--- config.mk ---
export PLATFORM = sky130hd
export DESIGN_NAME = dmem_arbiter
export DESIGN_NICKNAME = d
export VERILOG_FILES = /design/src/rtl/dmem_pkg.sv /design/src/rtl/dmem_rd_return.sv /design/src/rtl/dmem_arbiter.sv
export SDC_FILE = /design/constraint.sdc
export NUM_CORES = 1
export LEC_CHECK = 0
export ABC_AREA = 1
export CAP_MARGIN = 20
export CORE_AREA = 3 3 116 118
export DETAILED_ROUTE_END_ITERATION = 8
export DIE_AREA = 0 0 119 121
export PLACE_DENSITY = 0.55
export RECOVER_POWER = 50
export SKIP_CTS_REPAIR_TIMING = 1
export SKIP_LAST_GASP = 1
export SLEW_MARGIN = 10
export SYNTH_ARGS = -nofsm -noshare
export SYNTH_HDL_FRONTEND = slang
export SYNTH_SLANG_ARGS = --single-unit
--- constraint.sdc ---
create_clock -name clk -period 3.6 [get_ports clk]
set_input_delay 0.72 -clock clk [delete_from_list [all_inputs] [get_ports clk]]
set_output_delay 0.72 -clock clk [all_outputs]
set_load 0.02 [all_outputs]
--- src/rtl/dmem_pkg.sv ---
// dmem_pkg: shared types and constants for the data-RAM arbiter.
package dmem_pkg;
   typedef enum logic {ARB, LOCK} arb_state_t;
   localparam int WAIT_W = 4;
   localparam int REQ_CPU = 0;
   localparam int REQ_LDR = 1;
endpackage

--- src/rtl/dmem_rd_return.sv ---
// dmem_rd_return: remembers which requester issued a read and steers the
// synchronous RAM read data back to it one cycle later.
module dmem_rd_return
   import dmem_pkg::*;
#(
   parameter int WIDTH = 32
) (
   input  logic             clk,
   input  logic             rst,
   input  logic [1:0]       rd_i,
   input  logic [WIDTH-1:0] ram_rdata_i,
   output logic [1:0]       rvalid_o,
   output logic [WIDTH-1:0] cpu_rdata_o,
   output logic [WIDTH-1:0] ldr_rdata_o
);
   logic [1:0] owner_d, owner_q;
   always_comb begin
      owner_d = rd_i;
      rvalid_o = rst ? 2'b00 : owner_q;
      cpu_rdata_o = rvalid_o[REQ_CPU] ? ram_rdata_i : '0;
      ldr_rdata_o = rvalid_o[REQ_LDR] ? ram_rdata_i : '0;
   end
   always_ff @(posedge clk) begin
      if (rst) owner_q <= 2'b00;
      else owner_q <= owner_d;
   end
endmodule

--- src/rtl/dmem_arbiter.sv ---
// dmem_arbiter: single-port data RAM arbiter between the CPU memory stage and
// the loader; CPU has priority, an aging counter and a lock protect the loader.
module dmem_arbiter
   import dmem_pkg::*;
#(
   parameter int WIDTH    = 32,
   parameter int MAX_WAIT = 4
) (
   input  logic             clk,
   input  logic             rst,
   input  logic             cpu_req_i,
   input  logic             cpu_we_i,
   input  logic [WIDTH-1:0] cpu_adr_i,
   input  logic [WIDTH-1:0] cpu_wdata_i,
   output logic             cpu_gnt_o,
   output logic             cpu_rvalid_o,
   output logic [WIDTH-1:0] cpu_rdata_o,
   output logic             cpu_stall_o,
   input  logic             ldr_req_i,
   input  logic             ldr_we_i,
   input  logic [WIDTH-1:0] ldr_adr_i,
   input  logic [WIDTH-1:0] ldr_wdata_i,
   input  logic             ldr_lock_i,
   output logic             ldr_gnt_o,
   output logic             ldr_rvalid_o,
   output logic [WIDTH-1:0] ldr_rdata_o,
   output logic [WIDTH-1:0] ram_adr_o,
   output logic [WIDTH-1:0] ram_wdata_o,
   output logic             ram_we_o,
   input  logic [WIDTH-1:0] ram_rdata_i
);
   localparam logic [WAIT_W-1:0] MAX_W = WAIT_W'(MAX_WAIT);
   arb_state_t state_d, state_q;
   logic [WAIT_W-1:0] wait_d, wait_q;
   logic [1:0] rd, rvalid;
   always_comb begin
      cpu_gnt_o = 1'b0;
      ldr_gnt_o = 1'b0;
      if (!rst) begin
         ldr_gnt_o = (state_q == LOCK) ? ldr_req_i : ldr_req_i & (~cpu_req_i | (wait_q == MAX_W));
         cpu_gnt_o = (state_q == ARB) & cpu_req_i & ~ldr_gnt_o;
      end
      // LOCK is left at the end of any cycle where the loader drops lock
      state_d = (state_q == ARB) ? ((ldr_gnt_o & ldr_lock_i) ? LOCK : ARB) : (ldr_lock_i ? LOCK : ARB);
      wait_d = (ldr_req_i & ~ldr_gnt_o & (state_q == ARB)) ? ((wait_q == MAX_W) ? wait_q : wait_q + 1'b1) : '0;
      cpu_stall_o = cpu_req_i & ~cpu_gnt_o;
      ram_adr_o = ldr_gnt_o ? ldr_adr_i : cpu_adr_i;
      ram_wdata_o = ldr_gnt_o ? ldr_wdata_i : cpu_wdata_i;
      ram_we_o = ldr_gnt_o ? ldr_we_i : cpu_gnt_o & cpu_we_i;
      rd[REQ_CPU] = cpu_gnt_o & ~cpu_we_i;
      rd[REQ_LDR] = ldr_gnt_o & ~ldr_we_i;
      cpu_rvalid_o = rvalid[REQ_CPU];
      ldr_rvalid_o = rvalid[REQ_LDR];
   end
   always_ff @(posedge clk) begin
      if (rst) begin
         state_q <= ARB;
         wait_q <= '0;
      end else begin
         state_q <= state_d;
         wait_q <= wait_d;
      end
   end
   dmem_rd_return #(.WIDTH(WIDTH)) u_rd_return (
      .clk(clk),
      .rst(rst),
      .rd_i(rd),
      .ram_rdata_i(ram_rdata_i),
      .rvalid_o(rvalid),
      .cpu_rdata_o(cpu_rdata_o),
      .ldr_rdata_o(ldr_rdata_o)
   );
endmodule

==> metrics.txt <==
number of placed instances, taps included 820; Synth Area per Inst 4.560 µm²; crit path time final 3.374 ns; max-cap check violation count 0; power density cells 165.6 nW/µm²; design area 4957 µm²; Req. time, crit path 2.88 ns; Yosys warning total 0; outcome completed; crit path launch rst; max incr delay on CP 0.60 ns; Arr. time, crit path 2.65 ns; effective utilization at floorplan 0.1328; critical path class primary input to output port; number of antenna violations at the first check in global routing 0; routed wire length per instance 13.58 µm; Reg clk slew, reported paths 0.04 ns; detailed-placement wirelength estimate 9519 µm; Die Outline Area 14,400 µm²; global-route wire length before repair 16,870 µm; die width 119 µm; fin nets 822; sequential cell area fraction in the yosys report 0.08396; number of distinct library cell variants in the gate-level netlist after synthesis 15; Synth area leaders nand2_1 (31%), nand3_1 (20%), nor2_1 (16%), inv_1 (9.7%), dfxtp_1 (8.4%); clock latency on the worst-skew pair 0.23 ns; length of the first detailed-routing pass in iterations 4; Post-Route WL 11,190 µm; fraction of final layout cells sized beyond drive strength 1 0.02301; largest fanout on the critical path 34; overflow left after global routing 0; number of buffers created by CTS 3; root buffer selected by CTS clkbuf_16; Placement Rows 41; Synth top area share 0.3103; launch point of the worst reg-to-reg path wait_q[0]$_SDFFE_PP0N_; gate count of the mapped netlist 366; Clock Sink Count 7; leading cell types in the layout, fill and taps excluded clkdlybuf4s50_1 (236), nand2_1 (136), nor2_1 (72), nand3_1 (68), dlygate4sd3_1 (64); Max VDD drop 0.09112 mV; type of the worst min-delay path register to register; final worst slack 0.2257 ns; post-placement cell area 4878 µm²; detailed-routed wire length on met2 5673 µm; transition time at the pin with the least slew margin 0.2853 ns; Critical Path Sink Type output port; ports placed on the boundary 301; # setup viols final 0; most common cell after layout, fill and taps aside clkdlybuf4s50_1; final worst path period share 0.9373; clock tree from TritonCTS yes; Die Y-Extent 121 µm; Layout area overhead 197.0%; core region area 12,570 µm²; clk buf depth 2; static power due to leakage 2.492 nW; post-synth net total 535; total negative setup slack 0 ns; Synth Cell Area 1669 µm²; maximum number of pins on one net before global-route repair 66; count of antenna-violating nets left after detailed routing 0; Final Total Pwr 0.8211 mW; cell type of the slowest stage on the worst timing path dlygate4sd3_1; met3 layer wire length in the routed design 1150 µm; global-route total usage across every layer 0.1421; Diodes inserted 0; origin of the worst min-delay path state_q$_SDFF_PP0_; Slew Viols, Final 0; pre-CTS setup slack 0.2139 ns; count of non-filler cells in the finished layout 824; top achievable clock speed 296.4 MHz; clock skew after layout 0.002908 ns; total vias in the final route 3,325; wire length the detailed router placed on met1 4191 µm; Slew headroom 0.8098; vias per cell 4.035; gp weighted congestion 0.8737; fraction of the core area covered by cells at the end of the flow 0.3944; sequence of cells on the critical path dlygate4sd3_1 > nor2_4 > buf_12 > nand3_1 > nand2_1 > clkdlybuf4s50_1; maximum level of the CTS H-tree 1; Top Metal Used met4; via count of the first global-routing pass 3,343; flip-flop and latch count after synthesis 7; starting DRC count in detailed routing 100; cell accounting for the most synthesized area nand2_1; hold violation total from the final report 0; DRC viols 0; port bufs 300; setup repair after global routing missed its margin false; worst hold slack 0.4633 ns; type of origin of the critical path primary input
[cells in the mapped netlist]
master,instances
nor2_1,73
nor3_1,1
a21oi_1,2
clkbuf_1,9
nand2_1,138
ha_1,2
nand4_1,2
buf_6,4
nand3_1,68
dfxtp_1,7
xnor2_1,1
buf_2,8
o21ai_0,2
inv_1,43
buf_4,6
[path summary, 6_finish.rpt]
path              depth (start not counted)  slack [ns]                  to
setup reg to reg                          7        2.13  state_q$_SDFF_PP0_
hold reg to reg                           2        0.46  state_q$_SDFF_PP0_
hold / removal                            2        0.46  state_q$_SDFF_PP0_
setup / recovery                          6        0.23       ram_adr_o[21]
[where the power goes]
| group | switching, mW | leakage, nW | internal [mW] |
|---|---|---|---|
| Clock | 0.0419 | 0.0382 | 0.147 |
| Combinational | 0.239 | 2.40 | 0.313 |
| Sequential | 0.000920 | 0.0568 | 0.0797 |
[state kept, by name (all words and copies together), names as in the netlist]
| name | flops |
|---|---|
| wait_q | 4 |
| state_q | 1 |
| u_rd_return.owner_q | 2 |
[critical path, delay by kind of cell]
family | cells | cell delay (ns)
buffers and inverters | 3 | 1.42
and+or+nand+nor | 3 | 0.49
[kinds of logic after synthesis]
kind of cell             synth area share
AND/OR/NAND/NOR                    0.6889
buffers and inverters              0.1949
flip-flops                        0.08396
AO/OA/AOI/OAI                     0.01199
adder cells (fa/ha/maj)           0.01499
XOR/XNOR                         0.005248
[routing by layer]
| metal | vias to the layer above | track usage |
|---|---|---|
| met5 | - | 0 |
| met1 | 1439 | 0.1514 |
| li1 | 1680 | - |
| met3 | 10 | 0.03869 |
| met2 | 196 | 0.2741 |
| met4 | 0 | 0.03621 |
[area by class of cell]
cell class	count	area, µm²
Fill cell	1344	7611
Timing Repair Buffer	309	3146
Multi-Input combinational cell	289	1216
Tap cell	172	215.2
Inverter	43	161.4
Sequential cell	7	140.1
Clock buffer	4	78.83
(Power assumes the default switching activity.)
